$ cat config.mk
export PLATFORM = sky130hd
export DESIGN_NAME = dcache_mshr_file
export DESIGN_NICKNAME = d
export VERILOG_FILES = /design/src/rtl/dcache_mshr_file.sv
export SDC_FILE = /design/constraint.sdc
export NUM_CORES = 1
export LEC_CHECK = 0
export ABC_AREA = 1
export CORE_MARGIN = 4
export CORE_UTILIZATION = 30
export CTS_BUF_LIST = sky130_fd_sc_hd__clkbuf_4 sky130_fd_sc_hd__clkbuf_8
export DETAILED_ROUTE_END_ITERATION = 10
export GPL_TIMING_DRIVEN = 0
export PLACE_DENSITY = 0.49
export SYNTH_ARGS = -nofsm -noshare
export SYNTH_HDL_FRONTEND = slang
export SYNTH_SLANG_ARGS = --single-unit
export TNS_END_PERCENT = 50
$ cat constraint.sdc
create_clock -name clk_i -period 3 [get_ports clk_i]
set_clock_uncertainty 0.1 [all_clocks]
set_input_delay 0.6 -clock clk_i [delete_from_list [all_inputs] [get_ports clk_i]]
set_output_delay 0.6 -clock clk_i [all_outputs]
set_load 0.1 [all_outputs]
$ cat src/rtl/dcache_mshr_file.sv
// Miss-status holding register file for the data cache.
// Tracks outstanding line misses, rejects a second miss to a busy line,
// and hands misses to memory strictly in allocation order via an age queue.
module dcache_mshr_file #(
   parameter int unsigned NR_ENTRIES  = 4,
   parameter int unsigned ADDR_WIDTH  = 56,
   parameter int unsigned ID_WIDTH    = 2,
   parameter int unsigned LINE_OFFSET = 4,
   localparam int unsigned IDX_W      = $clog2(NR_ENTRIES),
   localparam int unsigned CNT_W      = $clog2(NR_ENTRIES + 1)
) (
   input  logic                  clk_i,
   input  logic                  rst_ni,
   input  logic                  alloc_valid_i,
   output logic                  alloc_ready_o,
   input  logic [ADDR_WIDTH-1:0] alloc_addr_i,
   input  logic [ID_WIDTH-1:0]   alloc_id_i,
   input  logic                  alloc_we_i,
   input  logic [63:0]           alloc_wdata_i,
   input  logic [7:0]            alloc_be_i,
   output logic [IDX_W-1:0]      alloc_idx_o,
   output logic                  miss_valid_o,
   input  logic                  miss_ready_i,
   output logic [IDX_W-1:0]      miss_idx_o,
   output logic [ADDR_WIDTH-1:0] miss_addr_o,
   output logic [ID_WIDTH-1:0]   miss_id_o,
   output logic                  miss_we_o,
   output logic [63:0]           miss_wdata_o,
   output logic [7:0]            miss_be_o,
   input  logic                  retire_valid_i,
   input  logic [IDX_W-1:0]      retire_idx_i,
   output logic                  retire_err_o,
   output logic                  full_o,
   output logic                  empty_o,
   output logic [CNT_W-1:0]      count_o
);

   typedef enum logic [1:0] {FREE, PENDING, ISSUED} state_e;

   state_e                state_q [NR_ENTRIES];
   logic [ADDR_WIDTH-1:0] addr_q  [NR_ENTRIES];
   logic [ID_WIDTH-1:0]   id_q    [NR_ENTRIES];
   logic                  we_q    [NR_ENTRIES];
   logic [63:0]           wdata_q [NR_ENTRIES];
   logic [7:0]            be_q    [NR_ENTRIES];

   // age queue of entry indices; depth equals entry count so it never overflows
   logic [IDX_W-1:0]      queue_q [NR_ENTRIES];
   logic [IDX_W-1:0]      head_q, tail_q;
   logic [CNT_W-1:0]      qcnt_q, cnt_q;
   logic                  err_q;

   logic                  conflict;
   logic [IDX_W-1:0]      free_idx;
   logic                  do_alloc, do_issue, ret_ok;

   // lowest free entry and same-line conflict against all busy entries
   always_comb begin
      conflict = 1'b0;
      free_idx = '0;
      for (int i = NR_ENTRIES - 1; i >= 0; i--) begin
         if (state_q[i] == FREE)
            free_idx = IDX_W'(i);
         else if (addr_q[i][ADDR_WIDTH-1:LINE_OFFSET] == alloc_addr_i[ADDR_WIDTH-1:LINE_OFFSET])
            conflict = 1'b1;
      end
   end

   assign full_o        = (cnt_q == CNT_W'(NR_ENTRIES));
   assign empty_o       = (cnt_q == '0);
   assign count_o       = cnt_q;
   assign alloc_ready_o = !full_o && !conflict;
   assign alloc_idx_o   = free_idx;

   // head of the age queue is presented straight from registered state
   assign miss_valid_o  = (qcnt_q != '0);
   assign miss_idx_o    = queue_q[head_q];
   assign miss_addr_o   = addr_q[miss_idx_o];
   assign miss_id_o     = id_q[miss_idx_o];
   assign miss_we_o     = we_q[miss_idx_o];
   assign miss_wdata_o  = wdata_q[miss_idx_o];
   assign miss_be_o     = be_q[miss_idx_o];
   assign retire_err_o  = err_q;

   assign do_alloc = alloc_valid_i && alloc_ready_o;
   assign do_issue = miss_valid_o && miss_ready_i;
   assign ret_ok   = retire_valid_i && (state_q[retire_idx_i] == ISSUED);

   // per-entry state and field capture; alloc/issue/retire hit disjoint states
   always_ff @(posedge clk_i or negedge rst_ni) begin
      if (!rst_ni) begin
         for (int i = 0; i < NR_ENTRIES; i++) begin
            state_q[i] <= FREE;
            addr_q[i]  <= '0;
            id_q[i]    <= '0;
            we_q[i]    <= 1'b0;
            wdata_q[i] <= '0;
            be_q[i]    <= '0;
         end
      end else begin
         for (int i = 0; i < NR_ENTRIES; i++) begin
            if (do_alloc && free_idx == IDX_W'(i)) begin
               state_q[i] <= PENDING;
               addr_q[i]  <= alloc_addr_i;
               id_q[i]    <= alloc_id_i;
               we_q[i]    <= alloc_we_i;
               wdata_q[i] <= alloc_wdata_i;
               be_q[i]    <= alloc_be_i;
            end else if (do_issue && miss_idx_o == IDX_W'(i)) begin
               state_q[i] <= ISSUED;
            end else if (ret_ok && retire_idx_i == IDX_W'(i)) begin
               state_q[i] <= FREE;
            end
         end
      end
   end

   // age queue push on alloc, pop on issue; pointers wrap naturally
   always_ff @(posedge clk_i or negedge rst_ni) begin
      if (!rst_ni) begin
         for (int i = 0; i < NR_ENTRIES; i++) queue_q[i] <= '0;
         head_q <= '0;
         tail_q <= '0;
         qcnt_q <= '0;
      end else begin
         if (do_alloc) begin
            queue_q[tail_q] <= free_idx;
            tail_q          <= tail_q + IDX_W'(1);
         end
         if (do_issue) head_q <= head_q + IDX_W'(1);
         qcnt_q <= qcnt_q + CNT_W'(do_alloc) - CNT_W'(do_issue);
      end
   end

   // busy count and one-cycle error pulse for retiring a non-issued entry
   always_ff @(posedge clk_i or negedge rst_ni) begin
      if (!rst_ni) begin
         cnt_q <= '0;
         err_q <= 1'b0;
      end else begin
         cnt_q <= cnt_q + CNT_W'(do_alloc) - CNT_W'(ret_ok);
         err_q <= retire_valid_i && !ret_ok;
      end
   end

endmodule
==> results.py <==
metrics = {
    "sta": {
        "max_slew_margin_pct": 20.2,
        "setup_violations": 361,
        "final.setup.worst_slack_ns": -0.824,
        "fin_crit_ns": 3.82,
        "fin_crit_sh_pct": 127,
        "hold_viol": 0,
        "worst_pin_slew_ns": 1.20,
        "fmax_mhz": 261,
        "rsz0062_at_grt": "yes",
        "finalMaxSlewViolations": 0,
    },
    "drt": {
        "dr_total_vias": 31100,
        "drc": 0,
        "avgViaCountPerCell": 5.41,
        "drtIter0Drc": 3263,
        "routed_wl_microns": 155000,
        "routedWlPerCell_microns": 26.9,
        "ant_nets": 0,
        "drt_first_pass_iters": 6,
    },
    "final_layout": {
        "area_growth_pct": 41.4,
        "final_nets": 4532,
        "design_area_sq_um": 41800,
        "layout-drive-gt1-share_pct": 25.7,
        "finalNonFillerCells": 5752,
    },
    "placement": {
        "dpl-instance-area_sq_um": 35000,
        "io_buffers": 235,
        "hpwlAfterDp_microns": 111000,
        "globalplace.congestion": 1.00,
        "dp.cells": 5444,
    },
    "critical_path": {
        "crit_slowest_cell": "o211ai_1",
        "cp_max_fo": 7,
        "worstPathCellList": "inv_4 > nand2_4 > a32oi_4 > buf_6 > nand2_8 > clkbuf_16 > clkbuf_16 > o211ai_1 > buf_6",
        "critPathArrivalTime_ns": 3.12,
        "worst_ep_required_time_ns": 2.30,
        "end_kind": "primary output",
        "start_kind": "flip-flop",
        "max_stage_delay_ns": 0.57,
        "crit_type": "flip-flop to primary output",
    },
    "cts": {
        "cts_sinks": 551,
        "numCtsBuffers": 104,
        "clkTransAtPathRegs_ns": 0.06,
        "cts_tree": "done",
        "root_buffer": "clkbuf_8",
        "insertion_delay_ns": 0.82,
        "cts_buffer_depth": 3,
        "htreeDepth": 3,
    },
    "synth": {
        "synth_nets": 4076,
        "synth_top_cell_area_share_pct": 46.7,
        "ys_warn_count": 0,
        "syn-cell-area_sq_um": 29500,
        "yosys.area.top_type": "dfrtp_1",
        "synthCells": 3928,
        "ys_seq_area_share_pct": 46.7,
        "ys_ff_latch": 551,
        "synth_area_per_cell_sq_um": 7.52,
        "ys_types": 35,
        "yosys-top-cells-area": "dfrtp_1 47%, nand2_1 21%, nand4_1 11%",
    },
    "global_routing": {
        "grtUsageTotal_pct": 29.3,
        "grt_pass1_vias": 31000,
        "antenna_found_initial": 30,
        "grt_overflow_total": 0,
        "grt_max_degree": 110,
        "grt_pass1_wl_microns": 221000,
    },
    "run_status": {
        "violations": "setup timing",
        "status": "complete, but fails checks",
    },
    "floorplanning": {
        "die_w_microns": 322,
        "boundaryPins": 281,
        "initial_core_util_pct": 30.4,
        "core_area_sq_um": 97100,
        "die_h_microns": 322,
        "row_count": 114,
        "dieArea_sq_um": 104000,
    },
    "flow_run": {
        "max-cap-violations": 0,
    },
    "hold_path": {
        "hold_class": "primary input to flip-flop",
    },
}
==> timing repair <==
item                                    in CTS  in global routing
gates cloned                                12                  3
hold buffers                                 4                  0
endpoints found under the hold margin       63                  0
gates resized for setup                   1509                262
endpoints found under the setup margin     689                676
buffers inserted                            38                 61
pin swaps                                   52                 65
==> path summary, 6_finish.rpt <==
| path | from | end | slack [ns] | depth (start not counted) |
|---|---|---|---|---|
| min reg2reg | wdata_q[105] | wdata_q[105] | 0.37 | 2 |
| min | alloc_addr_i[55] | addr_q[55] | 0.05 | 3 |
| max reg2reg | state_q[5] | addr_q[116] | -0.45 | 7 |
| max | head_q[0] | miss_addr_o[11] | -0.82 | 9 |
| max in group asynchronous | rst_ni | wdata_q[174] | 1.09 | 4 |
| min in group asynchronous | rst_ni | addr_q[100] | 0.30 | 2 |
==> through the flow <==
step / util, % / hold slack [ns] / setup WS [ns] / setup TNS (ns)
finish: 43.0 / 0.0460 / -0.824 / -119.33
global route: 43.0 / 0.0361 / -0.815 / -149.40
global placement: 35.9 / 0.354 / -30.64 / -
CTS: 41.6 / 0.000552 / -0.799 / -200.84
floorplan: - / 0.204 / -0.992 / -32.73
detailed placement: 36.0 / 0.358 / -2.41 / -799.02
==> cells in the final DEF (no fill, tap or decap), drive strengths merged <==
cell type / instances
o221ai: 26
clkdlybuf4s15: 1
inv: 245
dlygate4sd2: 7
clkbuf: 334
bufinv: 2
nor3: 6
or3: 1
clkinv: 8
o31ai: 1
nand4: 541
ha: 8
xor2: 10
dfrtp: 551
xnor2: 15
a21boi: 1
a22oi: 163
diode: 16
nor2: 145
clkinvlp: 3
a21oi: 18
nand3: 57
o211ai: 8
dlygate4sd3: 4
a32oi: 1
o22ai: 28
nand3b: 1
nand2: 1686
buf: 414
fa: 2
o21ai: 83
clkdlybuf4s50: 90
==> layout make-up <==
type / count / area (sq um)
multi-input combinational: 2801 / 16000
antenna: 16 / 40.0
timing repair buffer: 355 / 4720
sequential: 551 / 13800
inverter: 242 / 940
fill: 9866 / 55400
clock inverter: 16 / 188
tap: 1276 / 1600
buffer: 329 / 2420
clock buffer: 166 / 2060
==> sequential cells by signal, indices dropped and copies added, names as in the netlist <==
name / cells
addr_q: 224
queue_q: 8
retire_err_o: 1
be_q: 32
count_o: 3
qcnt_q: 3
we_q: 4
id_q: 8
state_q: 8
tail_q: 2
head_q: 2
wdata_q: 256
==> critical path: cells and delay by family, from the launching register on <==
| kind | cells | cell delay [ns] |
|---|---|---|
| and+or+nand+nor | 2 | 0.12 |
| buffers and inverters | 5 | 0.90 |
| DFF | 1 | 0.44 |
| AOI/OAI and AO/OA | 2 | 0.91 |
==> cells in the mapped netlist, drive strengths merged <==
cell    number
o31ai        1
o211ai       8
nand3       57
nor2       145
buf        169
xor2        10
a32oi        1
inv        240
or3          1
dfrtp      551
ha           8
nand3b       1
nand2     1686
a22oi      163
nor3         6
nand4      541
o221ai      26
clkinv       2
a21boi       1
o21ai       83
xnor2       15
fa           2
a21oi       18
clkbuf     165
o22ai       28
==> per-layer routing <==
layer	vias up	track usage, %	routed length (microns)
met2	1374	47.4	71300
met1	15300	36.1	60900
met5	-	0	151
met4	24	14.2	8660
met3	369	8.30	13800
li1	14100	-	-
==> cell families after synthesis <==
group | after synthesis | share of synthesized area [%]
AO/OA/AOI/OAI | 329 | 7.54
XOR/XNOR | 25 | 0.742
adder cells (fa/ha/maj) | 10 | 0.475
buffers and inverters | 576 | 8.49
flip-flops | 551 | 46.7
AND/OR/NAND/NOR | 2437 | 36.1
Power is left out: the tool's default activity adds up to more than one toggle a clock period on the data nets, which glitch-free logic cannot reach.
